[src/rtl/packet_steer_pkg.sv]
// packet_steer_pkg
// Shared definitions for the packet_steer block: FSM / routing-target
// encoding, the location of the destination-port field inside tuser, the
// default capture-port mask, and the first-beat routing decision.
package packet_steer_pkg;

    // FSM state encoding; FWD/CAP/DROP double as the routing target code.
    typedef enum logic [1:0] {
        ST_IDLE = 2'd0,
        ST_FWD  = 2'd1,
        ST_CAP  = 2'd2,
        ST_DROP = 2'd3
    } state_e;

    // Destination-port field inside tuser.
    localparam int DST_PORT_LSB = 24;
    localparam int DST_PORT_MSB = 31;

    // dst_port bits that steer a packet to the capture port by default.
    localparam logic [7:0] CAPTURE_PORT_MASK_DFLT = 8'hAA;

    // First-beat routing decision: any capture bit wins, any other
    // nonzero destination forwards, an empty destination drops.
    function automatic state_e decide_target(input logic [7:0] dst,
                                             input logic [7:0] mask);
        state_e tgt;
        if ((dst & mask) != 8'h00) begin
            tgt = ST_CAP;
        end else if (dst != 8'h00) begin
            tgt = ST_FWD;
        end else begin
            tgt = ST_DROP;
        end
        return tgt;
    endfunction

endpackage

[src/rtl/packet_steer_axis_out_reg.sv]
// axis_out_reg
// One-entry AXI4-Stream output register with a valid flag. A load always
// wins over a drain in the same cycle, so a fully-ready consumer sees one
// beat per cycle. While valid is high and the consumer stalls, the held
// beat does not change.
module axis_out_reg #(
    parameter int DATA_W = 256,
    parameter int USER_W = 128
) (
    input  logic                clk_i,
    input  logic                rst_n_i,
    input  logic                load_i,
    input  logic [DATA_W-1:0]   data_i,
    input  logic [DATA_W/8-1:0] strb_i,
    input  logic [USER_W-1:0]   user_i,
    input  logic                last_i,
    input  logic                tready_i,
    output logic                tvalid_o,
    output logic [DATA_W-1:0]   tdata_o,
    output logic [DATA_W/8-1:0] tstrb_o,
    output logic [USER_W-1:0]   tuser_o,
    output logic                tlast_o
);

    logic                tvalid_q, tvalid_d;
    logic [DATA_W-1:0]   tdata_q,  tdata_d;
    logic [DATA_W/8-1:0] tstrb_q,  tstrb_d;
    logic [USER_W-1:0]   tuser_q,  tuser_d;
    logic                tlast_q,  tlast_d;

    // Next-state: load a new beat, otherwise drain on handshake, otherwise hold.
    always_comb begin
        tvalid_d = tvalid_q;
        tdata_d  = tdata_q;
        tstrb_d  = tstrb_q;
        tuser_d  = tuser_q;
        tlast_d  = tlast_q;
        if (load_i) begin
            tvalid_d = 1'b1;
            tdata_d  = data_i;
            tstrb_d  = strb_i;
            tuser_d  = user_i;
            tlast_d  = last_i;
        end else if (tvalid_q && tready_i) begin
            tvalid_d = 1'b0;
        end else begin
            tvalid_d = tvalid_q;
        end
    end

    // Output register with asynchronous active-low clear.
    always_ff @(posedge clk_i or negedge rst_n_i) begin
        if (!rst_n_i) begin
            tvalid_q <= 1'b0;
            tdata_q  <= '0;
            tstrb_q  <= '0;
            tuser_q  <= '0;
            tlast_q  <= 1'b0;
        end else begin
            tvalid_q <= tvalid_d;
            tdata_q  <= tdata_d;
            tstrb_q  <= tstrb_d;
            tuser_q  <= tuser_d;
            tlast_q  <= tlast_d;
        end
    end

    assign tvalid_o = tvalid_q;
    assign tdata_o  = tdata_q;
    assign tstrb_o  = tstrb_q;
    assign tuser_o  = tuser_q;
    assign tlast_o  = tlast_q;

endmodule

[src/rtl/packet_steer.sv]
// packet_steer
// Splits the merged AXI4-Stream back into a forward stream (port 0) and a
// capture stream (port 1), one packet at a time, dropping packets with an
// empty destination. Routing is decided on the first beat from
// tuser[31:24] and held for the rest of the packet.
// Optional feature macro: PACKET_STEER_STATS_EN builds the three packet
// counters; without it the counter outputs are tied to zero.
module packet_steer
    import packet_steer_pkg::*;
#(
    parameter int         C_M_AXIS_DATA_WIDTH  = 256,
    parameter int         C_S_AXIS_DATA_WIDTH  = 256,
    parameter int         C_M_AXIS_TUSER_WIDTH = 128,
    parameter int         C_S_AXIS_TUSER_WIDTH = 128,
    parameter logic [7:0] CAPTURE_PORT_MASK    = CAPTURE_PORT_MASK_DFLT
) (
    input  logic                                axi_aclk,
    input  logic                                axi_aresetn,

    input  logic [C_S_AXIS_DATA_WIDTH-1:0]      s_axis_tdata,
    input  logic [C_S_AXIS_DATA_WIDTH/8-1:0]    s_axis_tstrb,
    input  logic [C_S_AXIS_TUSER_WIDTH-1:0]     s_axis_tuser,
    input  logic                                s_axis_tvalid,
    input  logic                                s_axis_tlast,
    output logic                                s_axis_tready,

    output logic [C_M_AXIS_DATA_WIDTH-1:0]      m_axis_tdata_0,
    output logic [C_M_AXIS_DATA_WIDTH/8-1:0]    m_axis_tstrb_0,
    output logic [C_M_AXIS_TUSER_WIDTH-1:0]     m_axis_tuser_0,
    output logic                                m_axis_tvalid_0,
    output logic                                m_axis_tlast_0,
    input  logic                                m_axis_tready_0,

    output logic [C_M_AXIS_DATA_WIDTH-1:0]      m_axis_tdata_1,
    output logic [C_M_AXIS_DATA_WIDTH/8-1:0]    m_axis_tstrb_1,
    output logic [C_M_AXIS_TUSER_WIDTH-1:0]     m_axis_tuser_1,
    output logic                                m_axis_tvalid_1,
    output logic                                m_axis_tlast_1,
    input  logic                                m_axis_tready_1,

    output logic [31:0]                         fwd_pkt_count,
    output logic [31:0]                         cap_pkt_count,
    output logic [31:0]                         drop_pkt_count
);

    state_e      state_q, state_d;
    state_e      tgt_s;
    logic [7:0]  dst_s;
    logic        ready_s;
    logic        accept_s;
    logic        load_fwd_s;
    logic        load_cap_s;

    assign dst_s = s_axis_tuser[DST_PORT_MSB:DST_PORT_LSB];

    // Target of the beat on the input: fresh decision in IDLE, sticky otherwise.
    always_comb begin
        tgt_s = ST_DROP;
        case (state_q)
            ST_IDLE: tgt_s = decide_target(dst_s, CAPTURE_PORT_MASK);
            ST_FWD:  tgt_s = ST_FWD;
            ST_CAP:  tgt_s = ST_CAP;
            ST_DROP: tgt_s = ST_DROP;
            default: tgt_s = ST_DROP;
        endcase
    end

    // Input backpressure follows only the targeted port; drops never stall.
    always_comb begin
        ready_s = 1'b1;
        case (tgt_s)
            ST_FWD:  ready_s = !m_axis_tvalid_0 || m_axis_tready_0;
            ST_CAP:  ready_s = !m_axis_tvalid_1 || m_axis_tready_1;
            ST_DROP: ready_s = 1'b1;
            default: ready_s = 1'b1;
        endcase
    end

    assign s_axis_tready = ready_s;
    assign accept_s      = s_axis_tvalid && ready_s;
    assign load_fwd_s    = accept_s && (tgt_s == ST_FWD);
    assign load_cap_s    = accept_s && (tgt_s == ST_CAP);

    // FSM next state: an accepted tlast closes the packet, any other accepted
    // beat keeps (or enters) the target state.
    always_comb begin
        state_d = state_q;
        if (accept_s) begin
            if (s_axis_tlast) begin
                state_d = ST_IDLE;
            end else begin
                state_d = tgt_s;
            end
        end else begin
            state_d = state_q;
        end
    end

    // FSM state register.
    always_ff @(posedge axi_aclk or negedge axi_aresetn) begin
        if (!axi_aresetn) begin
            state_q <= ST_IDLE;
        end else begin
            state_q <= state_d;
        end
    end

    axis_out_reg #(
        .DATA_W (C_M_AXIS_DATA_WIDTH),
        .USER_W (C_M_AXIS_TUSER_WIDTH)
    ) u_out_fwd (
        .clk_i    (axi_aclk),
        .rst_n_i  (axi_aresetn),
        .load_i   (load_fwd_s),
        .data_i   (s_axis_tdata),
        .strb_i   (s_axis_tstrb),
        .user_i   (s_axis_tuser),
        .last_i   (s_axis_tlast),
        .tready_i (m_axis_tready_0),
        .tvalid_o (m_axis_tvalid_0),
        .tdata_o  (m_axis_tdata_0),
        .tstrb_o  (m_axis_tstrb_0),
        .tuser_o  (m_axis_tuser_0),
        .tlast_o  (m_axis_tlast_0)
    );

    axis_out_reg #(
        .DATA_W (C_M_AXIS_DATA_WIDTH),
        .USER_W (C_M_AXIS_TUSER_WIDTH)
    ) u_out_cap (
        .clk_i    (axi_aclk),
        .rst_n_i  (axi_aresetn),
        .load_i   (load_cap_s),
        .data_i   (s_axis_tdata),
        .strb_i   (s_axis_tstrb),
        .user_i   (s_axis_tuser),
        .last_i   (s_axis_tlast),
        .tready_i (m_axis_tready_1),
        .tvalid_o (m_axis_tvalid_1),
        .tdata_o  (m_axis_tdata_1),
        .tstrb_o  (m_axis_tstrb_1),
        .tuser_o  (m_axis_tuser_1),
        .tlast_o  (m_axis_tlast_1)
    );

`ifdef PACKET_STEER_STATS_EN
    logic [31:0] fwd_cnt_q,  fwd_cnt_d;
    logic [31:0] cap_cnt_q,  cap_cnt_d;
    logic [31:0] drop_cnt_q, drop_cnt_d;

    // Count a packet when its tlast beat is accepted; counters wrap naturally.
    always_comb begin
        fwd_cnt_d  = fwd_cnt_q;
        cap_cnt_d  = cap_cnt_q;
        drop_cnt_d = drop_cnt_q;
        if (accept_s && s_axis_tlast) begin
            case (tgt_s)
                ST_FWD:  fwd_cnt_d  = fwd_cnt_q  + 32'd1;
                ST_CAP:  cap_cnt_d  = cap_cnt_q  + 32'd1;
                ST_DROP: drop_cnt_d = drop_cnt_q + 32'd1;
                default: drop_cnt_d = drop_cnt_q;
            endcase
        end else begin
            fwd_cnt_d  = fwd_cnt_q;
        end
    end

    // Packet statistics registers.
    always_ff @(posedge axi_aclk or negedge axi_aresetn) begin
        if (!axi_aresetn) begin
            fwd_cnt_q  <= 32'h0;
            cap_cnt_q  <= 32'h0;
            drop_cnt_q <= 32'h0;
        end else begin
            fwd_cnt_q  <= fwd_cnt_d;
            cap_cnt_q  <= cap_cnt_d;
            drop_cnt_q <= drop_cnt_d;
        end
    end

    assign fwd_pkt_count  = fwd_cnt_q;
    assign cap_pkt_count  = cap_cnt_q;
    assign drop_pkt_count = drop_cnt_q;
`else
    assign fwd_pkt_count  = 32'h0;
    assign cap_pkt_count  = 32'h0;
    assign drop_pkt_count = 32'h0;
`endif

endmodule

[config.mk]
export PLATFORM = sky130hd
export DESIGN_NAME = packet_steer
export DESIGN_NICKNAME = d
export VERILOG_FILES = /design/src/rtl/packet_steer_pkg.sv /design/src/rtl/packet_steer_axis_out_reg.sv /design/src/rtl/packet_steer.sv
export SDC_FILE = /design/constraint.sdc
export NUM_CORES = 1
export LEC_CHECK = 0
export BUFFER_PORTS_ARGS = -buffer_cell sky130_fd_sc_hd__buf_2
export CAP_MARGIN = 25
export CORE_AREA = 8 8 525 527
export DETAILED_ROUTE_END_ITERATION = 16
export DIE_AREA = 0 0 533 535
export GPL_ROUTABILITY_DRIVEN = 0
export SLEW_MARGIN = 20
export SYNTH_ARGS = -nofsm -noshare
export SYNTH_HDL_FRONTEND = slang
export SYNTH_SLANG_ARGS = --single-unit
[constraint.sdc]
create_clock -name axi_aclk -period 5.7 [get_ports axi_aclk]
set_input_delay 0.855 -clock axi_aclk [delete_from_list [all_inputs] [get_ports axi_aclk]]
set_output_delay 0.855 -clock axi_aclk [all_outputs]
set_load 0.01 [all_outputs]
Yosys cells after proc, flatten, opt, wreduce, memory -nomap -nowiden

Cells that the tools add are included.

Bits in registers: 838
Input port bits: 422

Eq/ne operators: 5
Mux-type cells: 9
Reductions and logical operators: 14

Operators with widths:

| operator                                                               | count |
|---|---|
| 8-bit nonzero test                                                     | 2 |
| 2-bit case mux with 4 select lines                                     | 1 |
| 2-bit equality test (second input constant)                            | 3 |
| 2-bit two-way mux                                                      | 3 |
| 1-bit logical AND                                                      | 5 |
| 2-bit by 1-bit equality test with 1-bit output (second input constant) | 2 |
| 1-bit two-way mux                                                      | 4 |
| 2-bit nonzero test                                                     | 2 |
| 1-bit zero test                                                        | 2 |
| 2-bit zero test                                                        | 1 |
| 1-bit logical OR                                                       | 2 |
| 1-bit case mux with 2 select lines                                     | 1 |

Longest topological paths before layout

Gate-level depths: netlist of the first run.

Depth in word-level cells: 9
Mapped depth: 11
Mapped depth without buffers: 9

By module

From an unflattened synthesis of the first run, not the netlist that was laid out.

Cells, all modules: 1888
Area total of the unflattened synthesis: 31791.7 um2

By module, submodules not included:

| module       | instances | cells each | area each (um2) | sequential area each (um2) |
|---|---|---|---|---|
| axis_out_reg | 2         | 883        | 15424.8         | 10460.0 |
| packet_steer | 1         | 122        | 942.2           | 50.0 |

Least setup slack after synthesis of the first run

Ideal clock, no wire load.

Path type: input port to flip-flop
Start: in s_axis_tuser[25]
End: reg u_out_fwd.tstrb_q[28] (netlist: u_out_fwd.tstrb_o[28])
Setup time: 125 ps
Arrival: 3191 ps
Required time: 5575 ps
Setup slack: 2383 ps
Cell stages on the path: 10
Path through: or4_1 o31ai_1 inv_1 ha_1 a221oi_4 nor2_1 buf_2 buf_6 buf_6 mux2_4

Word-level cells in the longest chain between the ends: 8
Elaborated cells between the ends (all ways): 10
Classes of those cells: 2 x eq/ne; 4 x mux; 4 x reduce/logical

RTL lines:

| what                                                                                  | RTL line                               | text |
|---|---|---|
| start: declaration                                                                    | packet_steer.sv:22                     | `input logic [C_S_AXIS_TUSER_WIDTH-1:0] s_axis_tuser,` |
| 8-bit nonzero test                                                                    | packet_steer_pkg.sv:29                 | `end else if (dst != 8'h00) begin` |
| 2-bit two-way mux                                                                     | packet_steer_pkg.sv:29                 |  |
| 2-bit two-way mux (*)                                                                 | packet_steer_pkg.sv:27                 | `if ((dst & mask) != 8'h00) begin` |
| 2-bit case mux with 4 select lines (*)                                                | packet_steer.sv:59                     | `case (state_q)` |
| 2-bit equality test or 2-bit by 1-bit equality test with 1-bit output (tied branches) | packet_steer.sv:71, packet_steer.sv:81 |  |
| 1-bit case mux with 2 select lines                                                    | packet_steer.sv:71                     | `case (tgt_s)` |
| 1-bit logical AND                                                                     | packet_steer.sv:80                     | `assign accept_s = s_axis_tvalid && ready_s;` |
| 1-bit logical AND (*)                                                                 | packet_steer.sv:81                     | `assign load_fwd_s = accept_s && (tgt_s == ST_FWD);` |
| end signal: assignment                                                                | packet_steer_axis_out_reg.sv:62        | `tstrb_q <= tstrb_d;` |
| end: declaration                                                                      | packet_steer_axis_out_reg.sv:27        | `logic [DATA_W/8-1:0] tstrb_q, tstrb_d;` |

Every way passes the cells marked *; elsewhere a longest branch is shown, timed or not.
A chain may end at the register's enable or synchronous reset.

Worst setup path after layout of the first run

Start: in s_axis_tuser[25]
End: out s_axis_tready

Word-level cells in the longest chain between the ends: 6
Elaborated cells between the ends (all ways): 8
Classes of those cells: 2 x eq/ne; 4 x mux; 2 x reduce/logical

RTL lines:

| what                                                                                  | RTL line               | text |
|---|---|---|
| 8-bit nonzero test                                                                    | packet_steer_pkg.sv:29 |  |
| 2-bit two-way mux                                                                     | packet_steer_pkg.sv:29 |  |
| 2-bit two-way mux (*)                                                                 | packet_steer_pkg.sv:27 |  |
| 2-bit case mux with 4 select lines (*)                                                | packet_steer.sv:59     |  |
| 2-bit equality test or 2-bit by 1-bit equality test with 1-bit output (tied branches) | packet_steer.sv:71     |  |
| 1-bit case mux with 2 select lines (*)                                                | packet_steer.sv:71     |  |
| end: declaration                                                                      | packet_steer.sv:25     | `output logic s_axis_tready,` |

Marks and branches as above.

==> results.ini, run 1 <==
[clock_tree]
cts_tree=yes
cts_buffer_depth=3
postCtsSetupBuffers=0
clock_sinks=838
cts_buffers=95
cts_resized=0
htree_levels=3
clkLatencyLatePin_ns=0.70
clkTransAtPathRegs_ns=0.06
ctsHoldBuffers=0
cts-root-buf=clkbuf_16

[yosys]
synth_warnings=0
synthTopCellsByCount=838 x dfrtp_1, 705 x mux2_2, 100 x mux2_4, 96 x buf_4, 74 x buf_2
postSynthAreaPerCell_um2=17.0
synth.most_common_cell=dfrtp_1
ys_ff_latch=838
synth_top_area_share_pct=65.1
syn-cell-area_mm2=0.0322
synthArstFlopShare_pct=100
ys_seq_area_share_pct=65.1
yosysTopAreaCell=dfrtp_1
synth_edf_count=0
ys.flop_type=dfrtp_1
synth_cell_type_count=24
synthTopCellsByArea=dfrtp_1 65%, mux2_2 25%, mux2_4 4.7%, buf_4 2.2%, buf_2 1.1%
syn_inst=1889

[placement]
numPortBuffers=1258
dp_slack_ns=1.04
hpwl_um=149000

[routing]
vias=22400
routed-wl-met2_um=77500
route.detailed.wl_per_inst_um=25.5
via_per_inst=3.25
ant_nets=0
dr.max_layer_used=met5
wirelength_um=175000
first_pass_iters=4
m1WireLength_um=58200
wl_met3_um=29900
drc=0
drt-initial-drc-count=1250

[critical_path]
path_max_fanout=4
rr_worst_depth=9
worstSetupStartpointType=input port
timing.rr.end=u_out_fwd.tdata_o[157]
worstSetupEndpointType=output port
cp.required_ns=4.85
timing.rr.start=state_q[1]
crit_start=s_axis_tuser[25]
critPathKind=input port to output port
crit_arrival_ns=3.44
rrSetupSlack_ns=2.46

[floorplan]
rows=190
floorplan.initialDensity_pct=12.1
die_y_um=535
ios=1355
fp.dieW_um=533
core-area_mm2=0.267
dieArea_mm2=0.285

[power]
finalPower_mw=24.3
ir_drop_mv=0.292
power.density_mw_per_mm2=529
p_leak_nw=22.4

[finish]
fin_util_pct=17.2
drive_gt1_share_pct=69.2
fin_nets=3633
layout-area-overhead-vs-synth_pct=42.6

[run_status]
outcome=completed

[sta]
fin_skew_ns=0.0266
setup_violations=0
relSlewSlack_pct=33.4
period_minus_slack_ns=4.30
slew_violations=0
timing.hold.ws_ns=0.262
hold_viol_final=0
worst_pin_slew_ns=0.999
setup_tns_ns=0
finalCritPeriodShare_pct=75.4
grt_setup_unrepaired=false
fmax_ghz=0.233
timing.final.ws_setup_ns=1.40

[global_route]
grtUsageTotal_pct=11.7
grt_max_degree=168
grt.overflow.total=0
antenna_found_initial=189
grt_pass1_vias=24100
grt_pass1_wl_um=229000

[hold_path]
min_path_type=input port to async pin

[flow_run]
max_cap_violations=0

[layer usage]
layer / track usage, % / vias to the layer above
met5: 0 / -
met4: 4.25 / 150
met3: 8.63 / 456
met2: 18.6 / 1351
met1: 11.9 / 11300
li1: - / 9121
[logic make-up after synthesis]
kind of cell / count (synthesis) / synth area share (%)
other: 1 / 0.0116
AO/OA/AOI/OAI: 6 / 0.179
buffers and inverters: 190 / 3.97
AND/OR/NAND/NOR: 17 / 0.287
adder cells (fa/ha/maj): 2 / 0.0777
flip-flops: 838 / 65.1
multiplexers: 835 / 30.4
[worst max-delay path, stage by stage]
cell and delay, ns:
buf_2 0.12, or4_1 0.78, o31ai_1 0.54, inv_1 0.13, ha_1 0.29, a221oi_4 0.45, inv_1 0.09, buf_2 0.17
[cells in the final DEF (no fill, tap or decap), drive strengths merged]
cell         n
or4          1
ha           2
o31ai        1
a21oi        2
nor2         4
inv         12
bufinv       5
clkbuf     140
or2          1
nor2b        2
nand2        5
conb        96
clkinv      13
dfrtp      838
buf       1315
o21ai        1
nand2b       3
mux2       835
a221oi       1
clkinvlp     2
o221ai       1
diode       35
nor4         1
[state kept, by name, summed over array words and instances, names as in the netlist]
signal              flops
u_out_cap.tvalid_o      1
u_out_fwd.tvalid_o      1
u_out_fwd.tdata_o     256
u_out_fwd.tuser_o     128
u_out_fwd.tlast_o       1
u_out_cap.tdata_o     256
u_out_cap.tuser_o     128
state_q                 2
u_out_cap.tstrb_o      32
u_out_cap.tlast_o       1
u_out_fwd.tstrb_o      32
[stage by stage]
| step | instances | area, um2 |
|---|---|---|
| after floorplan | 1984 | 32600 |
| after global placement | 6664 | 42700 |
| after detailed placement | 6664 | 42700 |
| after CTS | 6833 | 45800 |
| after global routing | 6843 | 45900 |
| final | 6868 | 45900 |
[power breakdown]
part	switching [mW]	internal (mW)	leakage (nW)	total [mW]
Clock	2.65	3.62	1.56	6.28
Combinational	4.73	3.85	10.2	8.58
Sequential	1.24	8.17	10.7	9.42
[cell type report]
class                      count  area (um2)
antenna                       35        87.6
clock buffer                 140        2780
clock inverter                29         405
fill                       29400      221000
inverter                       3        11.3
multi-input combinational    956       10300
sequential                   838       21000
tap                         3552        4440
timing repair buffer        1315        6900
[how the worst max path moves through the flow]
stage / end / slack (ns) / cells past startpoint
floorplan: u_out_fwd.tstrb_o[28] / 2.38 / 10
global placement: u_out_cap.tdata_o[233] / 1.07 / 9
detailed placement: u_out_cap.tdata_o[248] / 1.04 / 8
CTS: s_axis_tready / 1.42 / 8
global route: s_axis_tready / 1.33 / 8
finish: s_axis_tready / 1.40 / 8
Power figures use the tool's default switching activity.
==> run 2, diff against run 1 <==
--- a/config.mk
+++ b/config.mk
@@ -7,9 +7,9 @@
 export LEC_CHECK = 0
 export BUFFER_PORTS_ARGS = -buffer_cell sky130_fd_sc_hd__buf_2
 export CAP_MARGIN = 25
-export CORE_AREA = 8 8 525 527
+export CORE_AREA = 8 8 519 521
 export DETAILED_ROUTE_END_ITERATION = 16
-export DIE_AREA = 0 0 533 535
+export DIE_AREA = 0 0 527 529
 export GPL_ROUTABILITY_DRIVEN = 0
 export SLEW_MARGIN = 20
 export SYNTH_ARGS = -nofsm -noshare
==> constraint.sdc (replaced) <==
create_clock -name axi_aclk -period 3.5 [get_ports axi_aclk]
set_input_delay 0.525 -clock axi_aclk [delete_from_list [all_inputs] [get_ports axi_aclk]]
set_output_delay 0.525 -clock axi_aclk [all_outputs]
set_load 0.01 [all_outputs]
==> run 2 against run 1 <==
  * Register-to-register slack lost 1.7 ns
  * Via count grew 7.7%
  * Wire length is 4.0% higher
  * Worst hold slack worse by 0.17 ns
  * Clock-buffer cell count is 12 lower
  * Sequential power is 63% higher
  * Highest routed layer unchanged
==> results.ini, run 2 (synthesis gave the netlist of run 1 again) <==
[run_status]
outcome=completed

[global_route]
grtUsageTotal_pct=12.5  ; +0.74 points
antenna_found_initial=183  ; -3.2%
grt.overflow.total=0  ; unchanged
grt_pass1_vias=25900  ; +7.5%
grt_max_degree=92  ; -45%
grt_pass1_wl_um=240000  ; +4.7%

[floorplan]
dieArea_mm2=0.279  ; -2.2%
rows=188  ; -1.1%
die_y_um=529  ; -1.1%
floorplan.initialDensity_pct=12.3  ; +0.27 points
core-area_mm2=0.261  ; -2.2%
ios=1355  ; unchanged
fp.dieW_um=527  ; -1.1%

[sta]
slew_violations=0  ; unchanged
timing.final.ws_setup_ns=0.167  ; -1.24 ns
fmax_ghz=0.300
setup_violations=0  ; unchanged
finalCritPeriodShare_pct=95.2
hold_viol_final=0  ; unchanged
worst_pin_slew_ns=0.915  ; -0.0835 ns
relSlewSlack_pct=39.0  ; +5.6 points
period_minus_slack_ns=3.33
grt_setup_unrepaired=false
fin_skew_ns=0.0442  ; +0.0176 ns

[critical_path]
crit_top_cell=buf_4
timing.rr.end=u_out_fwd.tstrb_o[14]
slowest_delay_ns=0.59  ; -0.19 ns
crit_end=s_axis_tready
rr_worst_depth=9  ; unchanged
crit_slowest_cell=or4_4
critPathKind=input port to output port
crit_arrival_ns=2.81  ; -0.63 ns
timing.rr.start=state_q[1]
crit_start=s_axis_tuser[25]
rrSetupSlack_ns=0.76  ; -1.70 ns
worstSetupEndpointType=output port
path_max_fanout=3  ; -1
cp.required_ns=2.97  ; -1.88 ns
worstSetupStartpointType=input port
path_cells=buf_2 -> or4_4 -> buf_4 -> o31ai_1 -> buf_4 -> inv_1 -> ha_1 -> a221oi_4 -> buf_4 -> inv_1 -> buf_2

[placement]
numPortBuffers=1258  ; unchanged
dp_slack_ns=-0.370  ; -1.41 ns
placed_area_mm2=0.0429  ; +0.65%
hpwl_um=155000  ; +3.7%

[power]
p_leak_nw=24.1  ; +7.4%
power.density_mw_per_mm2=804  ; +52%
p_comb_share_pct=36.3  ; +1.0 points
p_clk_share_pct=25.0  ; -0.9 points
p_int_mw=25.7  ; +64%
power_frac_seq_pct=38.6  ; -0.2 points
switching_share_pct=35.5  ; about the same
p_switching_mw=14.1  ; +64%
ir_drop_mv=0.551  ; +88%

[hold_path]
min_path_type=input port to flop
min-delay-start=s_axis_tdata[65]

[routing]
via_per_inst=3.38  ; +3.8%
wirelength_um=182000  ; +4.0%
drt-initial-drc-count=1271  ; +1.7%
first_pass_iters=5  ; +1
ant_nets=0  ; unchanged
vias=24100  ; +7.7%
drc=0  ; unchanged
route.detailed.wl_per_inst_um=25.5  ; +0.26%

[finish]
final_cell_mix=1258 x buf_2, 838 x dfrtp_1, 705 x mux2_2
drive_gt1_share_pct=63.3  ; -6.0 points
fin_nets=4026  ; +11%
fillers=28300  ; -3.7%
multi_input_area_mm2=0.0103  ; about the same
fin_area_mm2=0.0495  ; +7.8%
final_common_cell=buf_2
layout-area-overhead-vs-synth_pct=53.7
seq_area_mm2=0.0210  ; unchanged

[clock_tree]
cts_buffer_depth=3  ; unchanged
postCtsSetupBuffers=0  ; unchanged
cts_buffers=91  ; -4.2%
clkTransAtPathRegs_ns=0.06  ; about the same
cts_tree=yes
clock_sinks=838  ; unchanged
cts-root-buf=clkbuf_16
clkLatencyLatePin_ns=0.74  ; +0.04 ns
htree_levels=3  ; unchanged

[flow_run]
max_cap_violations=0  ; unchanged

-- run 2: critical path: cells and delay by family --
kind / cells / cell delay [ns]
and+or+nand+nor: 1 / 0.59
AOI/OAI and AO/OA: 2 / 0.54
buffers and inverters: 7 / 0.93
adders and majority gates: 1 / 0.21
-- run 2: worst min path at each step --
stage,endpoint,cells past startpoint
3_5_place_dp,u_out_fwd.tuser_o[112],1
5_1_grt,u_out_fwd.tdata_o[34],2
3_3_place_gp,u_out_fwd.tuser_o[109],1
6_report,u_out_cap.tdata_o[65],2
2_1_floorplan,state_q[0],0
4_1_cts,u_out_fwd.tuser_o[38],2
-- run 2: metal layers --
| metal | part of all wire, % | track usage, % |
|---|---|---|
| met2 | 47 | 20.8 |
| met4 | 3.6 | 4.11 |
| met3 | 13 | 7.09 |
| met5 | 0.57 | 0 |
| met1 | 36 | 13.4 |
-- run 2: final cells by class --
type                    instances  share of cell area [%]
well taps                    3420                    8.64
diodes                         35                   0.177
flip-flops and latches        838                    42.3
inverters                       3                  0.0227
clock inverters                34                   0.965
multi-input cells             956                    20.9
clock buffers                 128                    5.23
repair buffers               1712                    21.7
-- run 2: power groups by stage --
stage          combinational (mW)  clock, mW  sequential, mW
2_1_floorplan                4.93          0            16.9
3_3_place_gp                 14.3          0            15.3
3_5_place_dp                 14.4          0            15.5
4_1_cts                      14.9       10.3            15.4
5_1_grt                      15.4       10.7            15.8
6_report                     14.5       9.97            15.4
-- run 2: through the flow --
stage | setup TNS, ns | total power, mW | hold slack, ns | utilization [%] | instances
finish | 0 | 39.8 | 0.0920 | 19.0 | 7126
global route | 0 | 41.9 | 0.0187 | 18.9 | 7101
CTS | 0 | 40.6 | 0.000132 | 18.9 | 7091
detailed placement | -143.66 | 29.9 | 0.469 | 16.4 | 6587
global placement | -256.37 | 29.6 | 0.463 | 16.4 | 6586
floorplan | 0 | 21.8 | 0.229 | - | 1984
-- run 2: what timing repair did --
item,in CTS,in global routing
endpoints found under the hold margin,687,0
endpoints found under the setup margin,0,1
hold buffers,342,0
resized for setup,0,1
